[src/rtl/multicycle_ctrl_fsm.sv]
// Main control FSM of the multi-cycle RV32I core: sequences IF/ID/EX/MEM/WB and drives datapath enables.
// Optional performance counters are built only when MCFSM_PERF_CNT_EN is defined.
module multicycle_ctrl_fsm #(
    parameter int unsigned CNT_WIDTH = 32
) (
    input  logic                 clk,
    input  logic                 reset_n,
    input  logic [6:0]           opcode,
    input  logic                 alu_bcond,
    input  logic                 ecall_halt,
    input  logic                 mem_ready,
    output logic                 pc_write,
    output logic                 pc_source,
    output logic                 i_or_d,
    output logic                 mem_read,
    output logic                 mem_write,
    output logic                 ir_write,
    output logic                 mem_to_reg,
    output logic                 reg_write,
    output logic                 alu_src_a,
    output logic [1:0]           alu_src_b,
    output logic [1:0]           ALUOp,
    output logic                 alu_out_write,
    output logic                 is_ecall,
    output logic                 halted,
    output logic [CNT_WIDTH-1:0] cycle_cnt,
    output logic [CNT_WIDTH-1:0] retire_cnt
);

    localparam logic [6:0] OP_R      = 7'b0110011;
    localparam logic [6:0] OP_I      = 7'b0010011;
    localparam logic [6:0] OP_LOAD   = 7'b0000011;
    localparam logic [6:0] OP_STORE  = 7'b0100011;
    localparam logic [6:0] OP_BRANCH = 7'b1100011;
    localparam logic [6:0] OP_JAL    = 7'b1101111;
    localparam logic [6:0] OP_JALR   = 7'b1100111;
    localparam logic [6:0] OP_SYSTEM = 7'b1110011;

    localparam logic [1:0] SRC_B_REG = 2'b00;
    localparam logic [1:0] SRC_B_4   = 2'b01;
    localparam logic [1:0] SRC_B_IMM = 2'b10;

    localparam logic [1:0] ALUOP_ADD    = 2'b00;
    localparam logic [1:0] ALUOP_R      = 2'b01;
    localparam logic [1:0] ALUOP_BRANCH = 2'b10;
    localparam logic [1:0] ALUOP_I      = 2'b11;

    typedef enum logic [2:0] {
        S_IF   = 3'd0,
        S_ID   = 3'd1,
        S_EX   = 3'd2,
        S_MEM  = 3'd3,
        S_WB   = 3'd4,
        S_BR   = 3'd5,
        S_HALT = 3'd6
    } state_t;

    state_t state;
    state_t state_nxt;

    logic op_load;
    logic op_jump;
    logic op_known;

    assign op_load  = (opcode == OP_LOAD);
    assign op_jump  = (opcode == OP_JAL) || (opcode == OP_JALR);
    assign op_known = (opcode == OP_R) || (opcode == OP_I) || op_load ||
                      (opcode == OP_STORE) || (opcode == OP_BRANCH) || op_jump;

    // State register
    always_ff @(posedge clk or negedge reset_n) begin
        if (!reset_n) begin
            state <= S_IF;
        end else begin
            state <= state_nxt;
        end
    end

    // Next state and datapath controls
    always_comb begin
        state_nxt     = state;
        pc_write      = 1'b0;
        pc_source     = 1'b0;
        i_or_d        = 1'b0;
        mem_read      = 1'b0;
        mem_write     = 1'b0;
        ir_write      = 1'b0;
        mem_to_reg    = 1'b0;
        reg_write     = 1'b0;
        alu_src_a     = 1'b0;
        alu_src_b     = SRC_B_REG;
        ALUOp         = ALUOP_ADD;
        alu_out_write = 1'b0;
        is_ecall      = 1'b0;
        halted        = 1'b0;

        unique case (state)
            S_IF: begin
                mem_read = 1'b1;
                if (mem_ready) begin
                    ir_write  = 1'b1;
                    state_nxt = S_ID;
                end
            end
            S_ID: begin
                alu_src_b     = SRC_B_4;
                alu_out_write = 1'b1;
                if (opcode == OP_SYSTEM) begin
                    is_ecall = 1'b1;
                    if (ecall_halt) begin
                        state_nxt = S_HALT;
                    end else begin
                        pc_write  = 1'b1;
                        state_nxt = S_IF;
                    end
                end else if (!op_known) begin
                    pc_write  = 1'b1;
                    state_nxt = S_IF;
                end else begin
                    state_nxt = S_EX;
                end
            end
            S_EX: begin
                case (opcode)
                    OP_R: begin
                        alu_src_a     = 1'b1;
                        ALUOp         = ALUOP_R;
                        alu_out_write = 1'b1;
                        state_nxt     = S_WB;
                    end
                    OP_I: begin
                        alu_src_a     = 1'b1;
                        alu_src_b     = SRC_B_IMM;
                        ALUOp         = ALUOP_I;
                        alu_out_write = 1'b1;
                        state_nxt     = S_WB;
                    end
                    OP_LOAD, OP_STORE: begin
                        alu_src_a     = 1'b1;
                        alu_src_b     = SRC_B_IMM;
                        alu_out_write = 1'b1;
                        state_nxt     = S_MEM;
                    end
                    OP_BRANCH: begin
                        alu_src_a = 1'b1;
                        ALUOp     = ALUOP_BRANCH;
                        if (alu_bcond) begin
                            state_nxt = S_BR;
                        end else begin
                            // Not taken: ALUOut still holds PC+4 from ID
                            pc_write  = 1'b1;
                            pc_source = 1'b1;
                            state_nxt = S_IF;
                        end
                    end
                    OP_JAL, OP_JALR: begin
                        alu_src_a = (opcode == OP_JALR);
                        alu_src_b = SRC_B_IMM;
                        pc_write  = 1'b1;
                        state_nxt = S_WB;
                    end
                    default: state_nxt = S_IF;
                endcase
            end
            S_BR: begin
                alu_src_b = SRC_B_IMM;
                pc_write  = 1'b1;
                state_nxt = S_IF;
            end
            S_MEM: begin
                i_or_d    = 1'b1;
                mem_read  = op_load;
                mem_write = !op_load;
                if (mem_ready) begin
                    if (op_load) begin
                        state_nxt = S_WB;
                    end else begin
                        alu_src_b = SRC_B_4;
                        pc_write  = 1'b1;
                        state_nxt = S_IF;
                    end
                end
            end
            S_WB: begin
                reg_write  = 1'b1;
                mem_to_reg = op_load;
                if (!op_jump) begin
                    alu_src_b = SRC_B_4;
                    pc_write  = 1'b1;
                end
                state_nxt = S_IF;
            end
            S_HALT: begin
                halted = 1'b1;
            end
            default: state_nxt = S_IF;
        endcase

        // The state register sits in IF during reset, so the controls are forced quiet here
        if (!reset_n) begin
            pc_write      = 1'b0;
            pc_source     = 1'b0;
            i_or_d        = 1'b0;
            mem_read      = 1'b0;
            mem_write     = 1'b0;
            ir_write      = 1'b0;
            mem_to_reg    = 1'b0;
            reg_write     = 1'b0;
            alu_src_a     = 1'b0;
            alu_src_b     = SRC_B_REG;
            ALUOp         = ALUOP_ADD;
            alu_out_write = 1'b0;
            is_ecall      = 1'b0;
            halted        = 1'b0;
        end
    end

`ifdef MCFSM_PERF_CNT_EN
    logic retire_c;

    // Last cycle of an instruction: leaving for IF from elsewhere, or the ECALL halt
    assign retire_c = ((state != S_IF) && (state_nxt == S_IF)) ||
                      ((state == S_ID) && (state_nxt == S_HALT));

    always_ff @(posedge clk or negedge reset_n) begin
        if (!reset_n) begin
            cycle_cnt  <= '0;
            retire_cnt <= '0;
        end else begin
            if (state != S_HALT) begin
                cycle_cnt <= cycle_cnt + CNT_WIDTH'(1);
            end
            if (retire_c) begin
                retire_cnt <= retire_cnt + CNT_WIDTH'(1);
            end
        end
    end
`else
    assign cycle_cnt  = '0;
    assign retire_cnt = '0;
`endif

endmodule

[config.mk]
export PLATFORM = sky130hd
export DESIGN_NAME = multicycle_ctrl_fsm
export DESIGN_NICKNAME = d
export VERILOG_FILES = /design/src/rtl/multicycle_ctrl_fsm.sv
export SDC_FILE = /design/constraint.sdc
export NUM_CORES = 1
export LEC_CHECK = 0
export CAP_MARGIN = 20
export CORE_MARGIN = 2
export CORE_UTILIZATION = 30
export CTS_CLUSTER_SIZE = 40
export DETAILED_ROUTE_END_ITERATION = 16
export GPL_ROUTABILITY_DRIVEN = 0
export GPL_TIMING_DRIVEN = 0
export PLACE_DENSITY = 0.77
export SYNTH_ARGS = -nofsm -noshare
export SYNTH_HDL_FRONTEND = slang
export SYNTH_SLANG_ARGS = --single-unit
export TNS_END_PERCENT = 5
[constraint.sdc]
create_clock -name clk -period 1.4 [get_ports clk]
set_clock_uncertainty 0.15 [all_clocks]
set_input_delay 0.14 -clock clk [delete_from_list [all_inputs] [get_ports clk]]
set_output_delay 0.14 -clock clk [all_outputs]
set_load 0.03 [all_outputs]
==> summary.md <==
| Metric | Value |
|---|---|
| Status | `complete, but fails checks` |
| Failing checks | `negative setup slack` |
| Wire length on met1 | `1080 microns` |
| Via count | `1183` |
| Clk_lat worst skew | `0.22 ns` |
| Ant. Diodes | `0` |
| WP data required | `1.11 ns` |
| Register area share after synthesis | `0.0664` |
| DIE AREA | `4270 sq um` |
| Top cells by area, synth | `buf_4 45%, dfrtp_1 6.6%, a21oi_1 3.1%, nor2_1 3.0%, nand2_1 2.7%` |
| Endpoints failing setup | `15` |
| IO buf count | `26` |
| Yosys top cell area share | `0.445` |
| Hold WC Path Type | `in -> reg` |
| CP max FO | `5` |
| Vias in the first global route | `1103` |
| GR Overflow Total | `0` |
| Unrepaired setup endpoints after global routing | `true` |
| Ratio of cells with drive above 1 in the final layout | `0.498` |
| Initial DRT Pass Iterations | `4` |
| Fin crit period | `1.88 ns` |
| Syn avg cell area | `7.20 sq um` |
| Num CTS Buffers | `3` |
| Met2 wire len | `1560 microns` |
| Total GRT Usage | `0.132` |
| Number of max-cap violations | `0` |
| Syn. warnings | `0` |
| Largest net degree at the start of global routing | `11` |
| Peak VDD IR | `0.182 mV` |
| Final cycle utilization of the critical path | `1.34` |
| Top layer in use | `met4` |
| Syn Inst Count | `157` |
| HP Start | `opcode[5]` |
| Vias/cell | `3.85` |
| Initial Utilization | `0.311` |
| Root Buffer | `clkbuf_8` |
| Worst EP arrival | `1.59 ns` |
| FF-to-FF Start | `state[0]` |
| Yosys cell types | `44` |
| Number of synthesized register bits | `3` |
| FMAX | `533 MHz` |
| Clock Pin Slew Worst Setup and Hold Paths | `0.03 ns` |
| CTS tree | `done` |
| Final max-slew violation count | `0` |
| Post-synth top flop | `dfrtp_1` |
| Worst Setup SP | `state[1]` |
| Hold Fails Final Rpt | `0` |
| Power Density | `501 nW/um^2` |
| # H-tree levels | `1` |
| Nets | `272` |
| Drc violations | `0` |
| Largest register by flop count | `state` |
| Synthesis-to-layout area growth | `75.3%` |
| Yosys top cell by area | `buf_4` |
| Die outline height | `65.4 microns` |
| Final setup margin | `-0.478 ns` |
| Met3 routed WL | `284 microns` |
| Core ar. | `3630 sq um` |
| Iteration-0 DRC Markers | `45` |
| First-pass GRT wire length | `4580 microns` |
| DIE WIDTH | `65.4 microns` |
| Post-DP HPWL | `2150 microns` |
| WL/cell | `9.74 microns` |
| CTS max path bufs | `2` |
| Fraction of registers with async set/reset | `1.00` |
| Rows | `22` |
| Initial antenna violation count | `0` |
| LEAKAGE | `1.07 nW` |
| Startpoint Class | `register` |
| Max reg flops | `3` |
| Min Hold Slack | `0.368 ns` |
| Setup CP Type | `reg -> out` |
| Final ANT Viol Nets | `0` |
| Routed wire length | `2990 microns` |
| Number of synthesized flops with an enable pin | `0` |
| TNS Setup | `-4.17 ns` |
| Largest regs | `state: 3 flops` |
| Critical path endpoint category | `primary output` |
| Sink Count | `3` |
| Boundary Pins | `92` |
| Mapped cell area | `1130 sq um` |
## power breakdown
group          total (W)  switching (W)  internal (W)
clock network   0.000257      0.0000627      0.000195
logic           0.000641       0.000399      0.000242
registers      0.0000934     0.00000224     0.0000912
total           0.000992       0.000464      0.000528
## timing repair
| action | 4_1_cts | 5_1_grt |
|---|---|---|
| pin swaps | 12 | 8 |
| endpoints found under the setup margin | 19 | 18 |
| buffers inserted | 9 | 0 |
| hold endpoints to repair | 3 | 0 |
| hold buffers | 1 | 0 |
| resized for setup | 123 | 21 |
## placed cells by master, fill, tap and decap left out, types with 2 or more instances in the layout
cell type	Yosys	routed
inv_1	3	3
buf_4	67	83
a21oi_1	7	5
nor3_1	5	2
nand2_4	1	2
clkdlybuf4s15_1	0	2
clkdlybuf4s50_1	0	2
clkbuf_8	0	3
nand4_1	2	2
o21ai_1	2	3
nor2_4	0	3
nand3_1	4	3
dlygate4sd2_1	0	6
a21oi_2	0	2
nor2_1	9	6
nand2_1	8	6
nor3_2	0	3
conb_1	1	64
buf_6	1	13
dfrtp_1	3	3
o21ai_0	4	3
nand2b_4	0	3
## critical path: stages (launching register included)
cell and delay [ns]:
dfrtp_1 0.39, buf_4 0.15, nand2b_4 0.18, a211oi_4 0.29, o311ai_4 0.13, nand3_2 0.09, buf_6 0.13
## logic make-up after synthesis
logic type / after synthesis / synth area share
flip-flops: 3 / 0.0664
buffers and inverters: 76 / 0.485
AO/OA/AOI/OAI: 25 / 0.154
other: 1 / 0.00332
AND/OR/NAND/NOR: 52 / 0.291
## path summary, 6_finish.rpt
path | end | slack, ns | depth (start not counted)
setup / recovery | pc_write | -0.48 | 6
setup reg to reg | state[0] | 0.07 | 5
max in group asynchronous | state[0] | 0.52 | 2
min in group asynchronous | state[1] | 0.44 | 2
hold reg to reg | state[0] | 0.53 | 3
hold / removal | state[0] | 0.37 | 5
## per-layer routing
layer / track usage / vias up
met1: 0.155 / 507
met3: 0.0188 / 6
li1: - / 608
met5: 0 / -
met4: 0.0573 / 0
met2: 0.237 / 62
## Yosys cell counts, types with 2 or more instances
library cell / count
nand2_1: 8
inv_1: 3
o21ai_0: 4
nor2b_1: 2
nor4_1: 2
buf_4: 67
dfrtp_1: 3
a21oi_1: 7
nand3_1: 4
buf_2: 3
o21ai_1: 2
nand4_1: 2
nor2_1: 9
nand2b_1: 4
nor3b_1: 2
a211oi_1: 3
nor3_1: 5
## metrics by stage
stage	setup slack (ns)	power, W	cell area (sq um)	instances	utilization
floorplan	-0.283	0.000596	1450	220	-
global placement	-1.09	0.000675	1770	294	0.486
CTS	-0.483	0.000960	1920	307	0.529
finish	-0.478	0.000992	1980	307	0.545
detailed placement	-1.08	0.000678	1770	294	0.486
global route	-0.544	0.00104	1980	307	0.545
## final cells by class
| cell class | count | area [sq um] |
|---|---|---|
| plain buffers | 71 | 548 |
| clock buffers | 4 | 45.0 |
| fillers | 354 | 1650 |
| inverters | 4 | 15.0 |
| multi-input cells | 141 | 913 |
| flip-flops and latches | 3 | 75.1 |
| well taps | 48 | 60.1 |
| repair buffers | 36 | 324 |
(Power assumes the default switching activity.)
